**src/rtl/dmem_ctrl_pkg.sv**
```systemverilog
// Shared types and constants for the data-RAM port arbiter.
// Holds the default widths, the controller state encoding and the port indices.
package dmem_ctrl_pkg;

    localparam int ADDR_W_DEF = 11;
    localparam int DATA_W_DEF = 32;

    localparam int PORT_CPU = 0;
    localparam int PORT_LDR = 1;

    typedef enum logic {
        ST_ARB   = 1'b0,
        ST_CLEAR = 1'b1
    } state_t;

endpackage

```
**src/rtl/dmem_port_arbiter_rr_arb2.sv**
```systemverilog
// Two-requester round-robin arbiter.
// On a tie the requester that was not served last wins; history only moves on an accepted grant.
module rr_arb2 (
    input  logic       clk,
    input  logic       rst,
    input  logic [1:0] req,
    input  logic       accept,
    output logic [1:0] grant
);

    logic last_grant;

    always_comb begin
        grant = 2'b00;
        case (req)
            2'b01:   grant = 2'b01;
            2'b10:   grant = 2'b10;
            2'b11:   grant = last_grant ? 2'b01 : 2'b10;
            default: grant = 2'b00;
        endcase
    end

    // Reset to 1 so port 0 wins the first tie.
    always_ff @(posedge clk or posedge rst) begin
        if (rst)
            last_grant <= 1'b1;
        else if (accept)
            last_grant <= grant[1];
    end

endmodule

```
**src/rtl/dmem_port_arbiter.sv**
```systemverilog
// Shares the single RAM port between the CPU (port 0) and the program loader (port 1),
// with registered read responses and a bulk-clear sequencer that sweeps every word.
module dmem_port_arbiter
    import dmem_ctrl_pkg::*;
#(
    parameter int                ADDR_W     = ADDR_W_DEF,
    parameter int                DATA_W     = DATA_W_DEF,
    parameter logic [DATA_W-1:0] INIT_VALUE = '0
) (
    input  logic              clk,
    input  logic              rst,
    input  logic              p0_valid,
    output logic              p0_ready,
    input  logic              p0_we,
    input  logic [ADDR_W-1:0] p0_addr,
    input  logic [DATA_W-1:0] p0_wdata,
    output logic              p0_rvalid,
    output logic [DATA_W-1:0] p0_rdata,
    input  logic              p1_valid,
    output logic              p1_ready,
    input  logic              p1_we,
    input  logic [ADDR_W-1:0] p1_addr,
    input  logic [DATA_W-1:0] p1_wdata,
    output logic              p1_rvalid,
    output logic [DATA_W-1:0] p1_rdata,
    input  logic              cpu_hold,
    input  logic              init_start,
    output logic              init_busy,
    output logic              init_done,
    output logic [ADDR_W-1:0] mem_a,
    output logic              mem_we,
    output logic [DATA_W-1:0] mem_d,
    output logic [ADDR_W-1:0] mem_dpra,
    input  logic [DATA_W-1:0] mem_dpo
);

    state_t                   state, state_nxt;
    logic [ADDR_W-1:0]        clr_cnt;
    logic                     clr_last;
    logic [1:0]               pv, pwe, req, grant;
    logic [1:0][ADDR_W-1:0]   paddr;
    logic [1:0][DATA_W-1:0]   pwdata, rdata_q;
    logic [1:0]               rvalid_q;
    logic                     sel;

    assign pv     = {p1_valid, p0_valid & ~cpu_hold};
    assign pwe    = {p1_we, p0_we};
    assign paddr  = {p1_addr, p0_addr};
    assign pwdata = {p1_wdata, p0_wdata};

    // No requests reach the arbiter while clearing, so readys stay low there.
    assign req = (state == ST_ARB) ? pv : 2'b00;

    rr_arb2 u_arb (
        .clk    (clk),
        .rst    (rst),
        .req    (req),
        .accept (|grant),
        .grant  (grant)
    );

    assign p0_ready  = grant[PORT_CPU];
    assign p1_ready  = grant[PORT_LDR];
    assign sel       = grant[PORT_LDR];
    assign clr_last  = &clr_cnt;
    assign init_busy = (state == ST_CLEAR);

    always_ff @(posedge clk or posedge rst) begin
        if (rst)
            state <= ST_ARB;
        else
            state <= state_nxt;
    end

    always_comb begin
        state_nxt = state;
        case (state)
            ST_ARB:   if (init_start) state_nxt = ST_CLEAR;
            ST_CLEAR: if (clr_last)   state_nxt = ST_ARB;
            default:  state_nxt = ST_ARB;
        endcase
    end

    always_comb begin
        mem_a    = '0;
        mem_dpra = '0;
        mem_d    = '0;
        mem_we   = 1'b0;
        if (state == ST_CLEAR) begin
            mem_a  = clr_cnt;
            mem_d  = INIT_VALUE;
            mem_we = 1'b1;
        end else if (|grant) begin
            mem_a    = paddr[sel];
            mem_dpra = paddr[sel];
            mem_d    = pwdata[sel];
            mem_we   = pwe[sel];
        end
    end

    // Counter wraps to zero on the last clear write, ready for the next sweep.
    always_ff @(posedge clk or posedge rst) begin
        if (rst) begin
            clr_cnt   <= '0;
            init_done <= 1'b0;
        end else begin
            if (state == ST_CLEAR)
                clr_cnt <= clr_cnt + ADDR_W'(1);
            init_done <= (state == ST_CLEAR) && clr_last;
        end
    end

    always_ff @(posedge clk or posedge rst) begin
        if (rst) begin
            rvalid_q <= '0;
            rdata_q  <= '0;
        end else begin
            for (int i = 0; i < 2; i++) begin
                rvalid_q[i] <= grant[i] & ~pwe[i];
                if (grant[i] & ~pwe[i])
                    rdata_q[i] <= mem_dpo;
            end
        end
    end

    assign p0_rvalid = rvalid_q[PORT_CPU];
    assign p1_rvalid = rvalid_q[PORT_LDR];
    assign p0_rdata  = rdata_q[PORT_CPU];
    assign p1_rdata  = rdata_q[PORT_LDR];

endmodule

```
**config.mk**
```make
export PLATFORM = sky130hd
export DESIGN_NAME = dmem_port_arbiter
export DESIGN_NICKNAME = d
export VERILOG_FILES = /design/src/rtl/dmem_ctrl_pkg.sv /design/src/rtl/dmem_port_arbiter_rr_arb2.sv /design/src/rtl/dmem_port_arbiter.sv
export SDC_FILE = /design/constraint.sdc
export NUM_CORES = 1
export LEC_CHECK = 0
export BUFFER_PORTS_ARGS = -buffer_cell sky130_fd_sc_hd__buf_2
export CAP_MARGIN = 20
export CELL_PAD_IN_SITES_DETAIL_PLACEMENT = 1
export CELL_PAD_IN_SITES_GLOBAL_PLACEMENT = 2
export CORE_UTILIZATION = 22
export DETAILED_ROUTE_END_ITERATION = 12
export PLACE_DENSITY = 0.88
export SETUP_SLACK_MARGIN = 0.3
export SKIP_LAST_GASP = 1
export SYNTH_ARGS = -nofsm -noshare
export SYNTH_HDL_FRONTEND = slang
export SYNTH_SLANG_ARGS = --single-unit
```
**constraint.sdc**
```tcl
create_clock -name clk -period 2.3 [get_ports clk]
set_clock_uncertainty 0.05 [all_clocks]
set_input_delay 0.115 -clock clk [delete_from_list [all_inputs] [get_ports clk]]
set_output_delay 0.115 -clock clk [all_outputs]
set_load 0.02 [all_outputs]
```
==> results of run 1 <==
[cell families (layout without fill, tap and decap cells)]
logic type,Yosys count,after routing,share of synthesized area (%)
mux,65,65,18.0
simple gates,97,99,12.5
fa+ha+maj,1,1,0.308
other cells,0,1,0
compound gates,89,89,12.9
flops,80,80,49.4
xor+xnor,10,10,2.16
buf+inv,37,341,4.75
[timing repair]
item                                    CTS  global route
setup buffers                             7             4
endpoints found under the setup margin   55            86
gates cloned                              6            10
resized for setup                        39           140
hold buffers                             34             0
hold endpoints to repair                 86             0
pin swaps                                32            43
[final cells by class]
| cell class | count | area (um^2) | area share [%] |
|---|---|---|---|
| timing repair buffer | 322 | 2400 | 33.4 |
| multi-input combinational | 264 | 2200 | 30.6 |
| clock inverter | 7 | 53.8 | 0.748 |
| antenna | 1 | 2.50 | 0.0348 |
| tap | 229 | 287 | 3.99 |
| inverter | 3 | 15.0 | 0.209 |
| clock buffer | 9 | 225 | 3.13 |
| sequential | 80 | 2000 | 27.9 |
[worst max path at each step]
stage	start	to	slack, ps
2_1_floorplan	init_busy	mem_a[2]	150
3_3_place_gp	u_arb.last_grant	mem_a[1]	180
3_5_place_dp	u_arb.last_grant	mem_a[1]	160
4_1_cts	u_arb.last_grant	mem_a[1]	280
5_1_grt	u_arb.last_grant	mem_a[9]	130
6_report	u_arb.last_grant	mem_d[31]	240
[worst register-to-register path: cells and delay by family, from the launching register on]
kind                   cells  cell delay [ps]
buffers and inverters      5              720
flip-flops                 1              370
multiplexers               1              340
AND/OR/NAND/NOR            2              410
[placed cells by master, fill, tap and decap left out, types with 8 or more instances in the layout]
| cell type | netlist | layout |
|---|---|---|
| a21oi_1 | 32 | 22 |
| a21oi_2 | 0 | 10 |
| buf_12 | 0 | 12 |
| buf_2 | 7 | 208 |
| buf_4 | 0 | 43 |
| buf_6 | 6 | 12 |
| clkbuf_16 | 0 | 17 |
| dfrtp_1 | 79 | 78 |
| dlygate4sd3_1 | 0 | 34 |
| mux2_2 | 58 | 41 |
| mux2_4 | 0 | 24 |
| nand2_1 | 17 | 17 |
| nand2b_1 | 12 | 12 |
| nand3_1 | 46 | 39 |
| o21ai_1 | 0 | 11 |
| o21ai_2 | 0 | 15 |
| o311ai_1 | 0 | 8 |
[stage by stage]
step | util, % | setup slack (ps) | cells
final | 39.9 | 241 | 915
after global routing | 39.9 | 127 | 915
after CTS | 36.0 | 285 | 900
after detailed placement | 30.9 | 161 | 837
after global placement | 30.9 | 181 | 837
after floorplan | - | 148 | 379
[flip-flops by register name, summed over array words and instances (netlist names)]
name and cells:
clr_cnt 11, init_busy 1, init_done 1, p0_rdata 32
p1_rdata 32, rvalid_q 2, u_arb.last_grant 1
[synthesized netlist by cell type (all sizes together)]
library cell	instances	share of area (%)
a21oi	32	3.9
a31oi	1	0.15
and2b	1	0.19
and3b	1	0.22
and4bb	1	0.31
buf	13	2.5
clkbuf	21	1.9
dfrtp	79	49
dfstp	1	0.65
ha	1	0.31
inv	3	0.28
mux2	65	18
nand2	17	1.6
nand2b	13	2.1
nand3	46	5.7
nand3b	1	0.19
nand4	3	0.46
nor2	8	0.74
nor2b	1	0.15
nor3	3	0.65
nor4	2	0.31
o21ai	32	3.9
o21bai	1	0.19
o22a	1	0.22
o311ai	11	2.4
o31ai	11	2.0
xnor2	5	1.1
xor2	5	1.1
[where the power goes]
group	internal, mW	switching (mW)
clock network	0.743	0.624
registers	1.55	0.126
logic	0.490	0.516
total	2.78	1.26
[per-layer routing]
metal | wire length (um) | vias to the layer above | track usage [%]
li1 | - | 1992 | -
met1 | 7300 | 2173 | 19.4
met2 | 9260 | 151 | 29.1
met3 | 835 | 29 | 3.72
met4 | 364 | 0 | 5.98
met5 | 0 | - | 0
==> results.yml, run 1 <==
status:
  outcome: "finished, final reports clean"
synthesis:
  synth_warnings: 0
  netlist_area_um2: 4060
  syn_nets: 506
  synth_seq_cells: 80
  synth.avg_cell_area_um2: 10.7
  synth_cell_types: 32
  synth_cells: 379
  synth_seq_area_share_pct: 49.4
die:
  coreArea_um2: 18000
  die_area_um2: 19000
  ios: 251
  die_h_um: 138
  start_util_pct: 22.5
  rows: 49
  die_w_um: 138
worst_setup_path:
  worstPathCellList: "and3b_2 -> buf_12 -> buf_12 -> buf_16 -> o21ai_2 -> a21oi_1 -> buf_4"
  worst_setup_path_end_kind: "output port"
  slowest_delay_ps: 530
  crit_path_start_kind: "flop"
  r2r-start: "u_arb.last_grant"
  critical_path_required_ps: 2130
  r2r_cells: 8
  r2r-end: "p1_rdata[15]"
  cpLargestDelayFamily: "buffers and inverters"
  crit_type: "flop to output port"
  cp_common_cell: "buf_12"
  crit_buf_inv: 4
  critical_path_depth: 7
  worst-r2r-setup-slack_ps: 280
  crit_fanout: 8
  critPathSlowestCell: "dfstp_2"
  worstPathArrival_ps: 1890
placement:
  place_congestion: 0.748
  io_buffer_count: 250
  placed_cell_area_um2: 5580
  hpwlAfterDp_mm: 10.4
grt:
  grt_max_degree: 45
  groute.usage.overall_pct: 16.5
  antenna_found_initial: 1
  grt_pass1_wl_mm: 23.5
  first_global_vias: 4242
  grt_overflow: 0
detailed_routing:
  drtPass1Iterations: 4
  drc: 0
  wire_per_inst_um: 19.4
  num_vias: 4345
  ant_nets: 0
  viasPerCell: 4.75
  first_iter_violations: 142
  wirelength_mm: 17.8
clocking:
  tritoncts: "done"
  clock_latency_ps: 340
  cts_num_sinks: 80
  cts_root_buf: "clkbuf_16"
  ctsLongestPathBuffers: 2
  h-tree-depth: 3
  cts_buffers: 9
  clk_pin_slew_ps: 70
timing:
  rsz0062_at_grt: "yes"
  relSlewSlack_pct: 59.9
  tightest_slew_ps: 596
  fin_crit_sh_pct: 89.5
  fin_tns_setup_ps: 0
  period_minus_slack_ps: 2060
  max_freq_mhz: 486
  finalHoldViolations: 0
  slew_violations: 0
  holdWs_ps: 212
  setup_violations: 0
pwr:
  leakage_nw: 3.51
  powerDensity_nw_per_um2: 562
  peakVddDrop_v: 0.000411
  p_total_mw: 4.04
hold_path:
  worstHoldStart: "p1_we"
  hold_depth: 4
  hp-class: "primary input to flop"
  hold_end: "rvalid_q[1]"
final_layout:
  fin_nets: 807
  area_delta_synth_final_pct: 77.2
  fillers: 2043
  final_area_um2: 7190
  drive_gt1_share_pct: 61.3
flow_run:
  cap_violations: 0
No activity file was read; power rests on OpenSTA's default activity.
==> run 2, diff against run 1 <==
BUFFER_PORTS_ARGS = -buffer_cell sky130_fd_sc_hd__buf_4   (was -buffer_cell sky130_fd_sc_hd__buf_2)
CORE_UTILIZATION = 24   (was 22)
GPL_ROUTABILITY_DRIVEN = 0   (was not set)
PLACE_DENSITY = 0.91   (was 0.88)
clock period = 1.92 ns   (was 2.3 ns; I/O delays follow)
==> run 2 against run 1 <==
- highest routed layer unchanged
- die area fell by 8.2%
- the run now ends with negative setup slack left
- largest cell class unchanged
- design area rose by 24%
- critical endpoint is now mem_d[24]
- clock-buffer cell count is 1 higher
==> results.yml, run 2 (synthesis results as in run 1) <==
grt:
  grt_pass1_wl_mm: 30.7
  first_global_vias: 5125
  grt_overflow: 0
  antenna_found_initial: 0
  groute.usage.overall_pct: 22.8
  grt_max_degree: 35
worst_setup_path:
  worstPathArrival_ps: 1860
  worst_setup_path_end_kind: "output port"
  crit_type: "flop to output port"
  crit_path_start_kind: "flop"
  critical_path_required_ps: 1770
  crit_fanout: 5
timing:
  fin_tns_setup_ps: -3890
  fin_crit_sh_pct: 104
  slew_violations: 0
  setup_violations: 82
  tightest_slew_ps: 969
  max_freq_mhz: 499
  relSlewSlack_pct: 35.3
  rsz0062_at_grt: "yes"
  fin_ws_ps: -83.4
  finalHoldViolations: 0
  period_minus_slack_ps: 2000
die:
  coreArea_um2: 16500
  die_area_um2: 17400
  rows: 47
  ios: 251
  die_h_um: 132
  start_util_pct: 24.6
  die_w_um: 132
placement:
  dp.cells: 831
  pre_cts_ws_ps: -393
  io_buffer_count: 250
  hpwlAfterDp_mm: 11.5
final_layout:
  final_common_cell: "buf_4"
  diodes: 0
  drive_gt1_share_pct: 72.7
  multi_input_area_um2: 2920
  final_util_pct: 54.0
  area_delta_synth_final_pct: 120
  final_cell_mix: "228 x buf_4, 78 x dfrtp_1, 64 x mux2_4"
  fin_nets: 829
  fillers: 1689
  post_layout_nonfiller_instances: 927
  seqCellArea_um2: 2000
clocking:
  cts_buffers: 9
  cts_root_buf: "clkbuf_16"
  h-tree-depth: 3
  cts_num_sinks: 80
  clock_latency_ps: 330
  tritoncts: "done"
  ctsLongestPathBuffers: 2
  clk_pin_slew_ps: 60
flow_run:
  cap_violations: 0
detailed_routing:
  met3_length_mm: 1.28
  wl_met1_mm: 8.04
  viasPerCell: 4.98
  topRoutingLayerUsed: "met4"
  num_vias: 4612
  wire_per_inst_um: 23.3
  ant_nets: 0
  wirelength_mm: 21.6
  drtPass1Iterations: 4
  first_iter_violations: 195
  drc: 0
  wl_met2_mm: 11.7
status:
  violations: "negative setup slack"
  outcome: "finished, violations left"
pwr:
  p_total_mw: 5.22
  powerDensity_nw_per_um2: 584
  leakage_nw: 4.07
  peakVddDrop_v: 0.000408
hold_path:
  hp-class: "primary input to flop"
[run 2: what timing repair did]
| action | 4_1_cts | 5_1_grt |
|---|---|---|
| gates cloned | 17 | 3 |
| setup buffers | 23 | 4 |
| gates resized for setup | 170 | 63 |
| endpoints found under the setup margin | 121 | 127 |
| pin swaps | 44 | 25 |
| hold buffers | 33 | 0 |
| endpoints found under the hold margin | 85 | 0 |
[run 2: layer usage]
| metal | global-route usage (%) | vias up |
|---|---|---|
| met1 | 25.4 | 2346 |
| li1 | - | 2019 |
| met4 | 8.27 | 0 |
| met2 | 42.2 | 212 |
| met5 | 0 | - |
| met3 | 5.07 | 35 |
[run 2: final cells by class]
cell class                      count  share of cell area, %
Clock inverter                      6                  0.575
Clock buffer                       10                   2.68
Inverter                            3                  0.168
Multi-Input combinational cell    264                   32.7
Sequential cell                    80                   22.5
Tap cell                          220                   3.08
Timing Repair Buffer              344                   38.3
[run 2: worst max-delay path: stages (launching register included)]
cell      delay (ps)
dfstp_2          540
buf_6            100
nand3b_1         100
buf_6            160
buf_6            130
buf_6            110
buf_8            120
nand3_2           60
a21oi_2           50
buf_4            160
[run 2: path summary, 6_finish.rpt]
path	start	to	cells after the start	slack [ps]
setup / recovery	u_arb.last_grant	mem_d[24]	9	-80
hold / removal	init_start	init_busy	3	20
setup reg to reg	u_arb.last_grant	p1_rdata[22]	8	-70
hold reg to reg	clr_cnt[6]	clr_cnt[6]	1	460
max in group asynchronous	rst	init_busy	4	840
min in group asynchronous	rst	p1_rdata[1]	3	370
[run 2: where the power goes]
part,switching [mW],total [mW],internal [mW],leakage [nW]
combinational,0.735,1.54,0.803,2.87
sequential,0.173,2.03,1.85,1.06
clock,0.725,1.65,0.928,0.140
total,1.63,5.22,3.58,4.07
[run 2: stage by stage]
stage | hold slack (ps) | cell area, um^2
finish | 22.0 | 8930
global route | 36.8 | 8930
CTS | 24.2 | 8500
detailed placement | 174 | 6630
global placement | 170 | 6630
floorplan | 171 | 4450
==> run 3, diff against run 2 <==
==> constraint.sdc (replaced) <==
create_clock -name clk -period 1.92 [get_ports clk]
set_clock_uncertainty 0.05 [all_clocks]
set_input_delay 0.288 -clock clk [delete_from_list [all_inputs] [get_ports clk]]
set_output_delay 0.288 -clock clk [all_outputs]
set_load 0.02 [all_outputs]
==> run 3 against run 2 <==
- the run still ends with negative setup slack left
- sequential share of layout area up 1.3 points
- via count fell by 3.5%
- non-clock buffer count decreased by 25
- sequential power about the same
- largest power group unchanged
==> results.yml, run 3 (synthesis results as in run 1) <==
clocking:
  clock_latency_ps: 350
  tritoncts: "done"
  ctsLongestPathBuffers: 2
  cts_buffers: 9
  cts_root_buf: "clkbuf_16"
  h-tree-depth: 3
  clk_pin_slew_ps: 70
  cts_num_sinks: 80
worst_setup_path:
  r2r_cells: 9
  cp_common_cell: "buf_4"
  worstPathArrival_ps: 1900
  critical_path_required_ps: 1580
  r2r-end: "p1_rdata[17]"
  worst-r2r-setup-slack_ps: -170
  critPathSlowestCell: "dfstp_2"
  crit_fanout: 5
  r2r-start: "u_arb.last_grant"
  cp-endpoint: "mem_a[5]"
  crit_type: "flop to output port"
  worstPathCellList: "and3b_2 -> buf_4 -> buf_12 -> nor2_4 -> o311ai_2 -> buf_4"
  worstSetupStartpoint: "u_arb.last_grant"
  slowest_delay_ps: 550
  crit_path_start_kind: "flop"
  worst_setup_path_end_kind: "output port"
pwr:
  p_int_mw: 3.64
  seqPwrFrac_pct: 38.4
  sw_frac_of_total_pct: 30.9
  p_total_mw: 5.27
  clockPowerShare_pct: 33.7
  powerDensity_nw_per_um2: 625
  pwr-share-comb_pct: 27.9
  power.switching_mw: 1.63
  peakVddDrop_v: 0.000671
  leakage_nw: 3.87
timing:
  relSlewSlack_pct: 67.9
  period_minus_slack_ps: 2240
  slew_violations: 0
  max_freq_mhz: 447
  rsz0062_at_grt: "yes"
  finalHoldViolations: 0
  tightest_slew_ps: 480
  fin_crit_sh_pct: 117
  setup_violations: 121
  fin_ws_ps: -319
final_layout:
  final_common_cell: "buf_4"
  drive_gt1_share_pct: 75.4
  final_cell_mix: "246 x buf_4, 78 x dfrtp_1, 61 x mux2_4"
  diodes: 0
  final_util_pct: 51.0
  area_delta_synth_final_pct: 108
  fin_nets: 804
  post_layout_nonfiller_instances: 902
die:
  die_h_um: 132
  coreArea_um2: 16500
  die_w_um: 132
  die_area_um2: 17400
  ios: 251
  start_util_pct: 24.6
  rows: 47
grt:
  busiest_layer: "met2"
  first_global_vias: 4997
  grt_overflow: 0
  grt_max_degree: 81
  use_met2_pct: 41.5
  use_met1_pct: 24.8
  grt_pass1_wl_mm: 29.4
  grt_use_met3_pct: 5.19
  antenna_found_initial: 0
  groute.usage.overall_pct: 22.1
placement:
  hpwlAfterDp_mm: 11.6
  dp.cells: 840
  io_buffer_count: 250
detailed_routing:
  drc: 0
  drtPass1Iterations: 4
  ant_nets: 0
  num_vias: 4451
  wirelength_mm: 19.6
  wire_per_inst_um: 21.7
  first_iter_violations: 158
  viasPerCell: 4.93
status:
  outcome: "finished, violations left"
  violations: "negative setup slack"
flow_run:
  cap_violations: 0
hold_path:
  hp-class: "primary input to async pin"
[run 3: cell count changes in the layout (fill, tap and decap cells not counted), moves of 5 or more]
cell and delta:
dlygate4sd3_1 -33, buf_16 -6, buf_4 +18, nand2b_1 +6, nand2b_4 -5
[run 3: per-stage QoR]
| stage | hold slack (ps) | TNS (ps) | area, um^2 | setup WS [ps] |
|---|---|---|---|---|
| 6_report | 16.3 | -21730 | 8430 | -319 |
| 5_1_grt | 61.0 | -28890 | 8430 | -385 |
| 4_1_cts | 32.4 | -17150 | 8130 | -271 |
| 3_5_place_dp | 407 | -6520 | 6790 | -188 |
| 3_3_place_gp | 385 | -9520 | 6770 | -458 |
| 2_1_floorplan | 363 | -2430 | 4530 | -271 |
[run 3: layout make-up]
cell class / instances / area, um^2
multi-input combinational: 264 / 2860
timing repair buffer: 319 / 2980
clock buffer: 9 / 225
fill: 1701 / 8090
tap: 220 / 275
inverter: 3 / 15.0
clock inverter: 7 / 78.8
sequential: 80 / 2000
[run 3: worst min path at each step]
stage / from / to / slack (ps) / cells past startpoint
after floorplan: init_start / init_busy / 360 / 2
after global routing: rst / p1_rdata[26] / 60 / 3
final: rst / p0_rdata[0] / 20 / 3
after CTS: rst / p1_rdata[26] / 30 / 3
after detailed placement: rst / p0_rdata[3] / 410 / 3
after global placement: rst / p0_rdata[0] / 390 / 3
[run 3: routing by layer]
metal  up-vias  wire length [um]
met4         0               310
met1      2284              7530
met2       164             10900
met3        24               880
met5         -                 0
li1       1979                 -
[run 3: critical path: cells and delay by family, from the launching register on]
kind,cells,cell delay [ps]
DFF,1,550
buffers and inverters,3,450
and+or+nand+nor,2,320
AOI/OAI and AO/OA,1,230
[run 3: power groups by stage]
stage | sequential (mW) | combinational, mW | clock (mW)
after floorplan | 2.11 | 0.503 | 0
after CTS | 2.02 | 1.39 | 1.82
final | 2.02 | 1.47 | 1.77
after global placement | 2.02 | 1.17 | 0
after detailed placement | 2.04 | 1.22 | 0
after global routing | 2.05 | 1.56 | 1.88
[run 3: timing repair]
action                     4_1_cts  5_1_grt
hold endpoints to repair         0        0
gates cloned                    13        0
pin swaps                       35       21
buffers inserted                23       10
gates resized for setup        164       42
hold buffers                     0        0
setup endpoints to repair      122      125
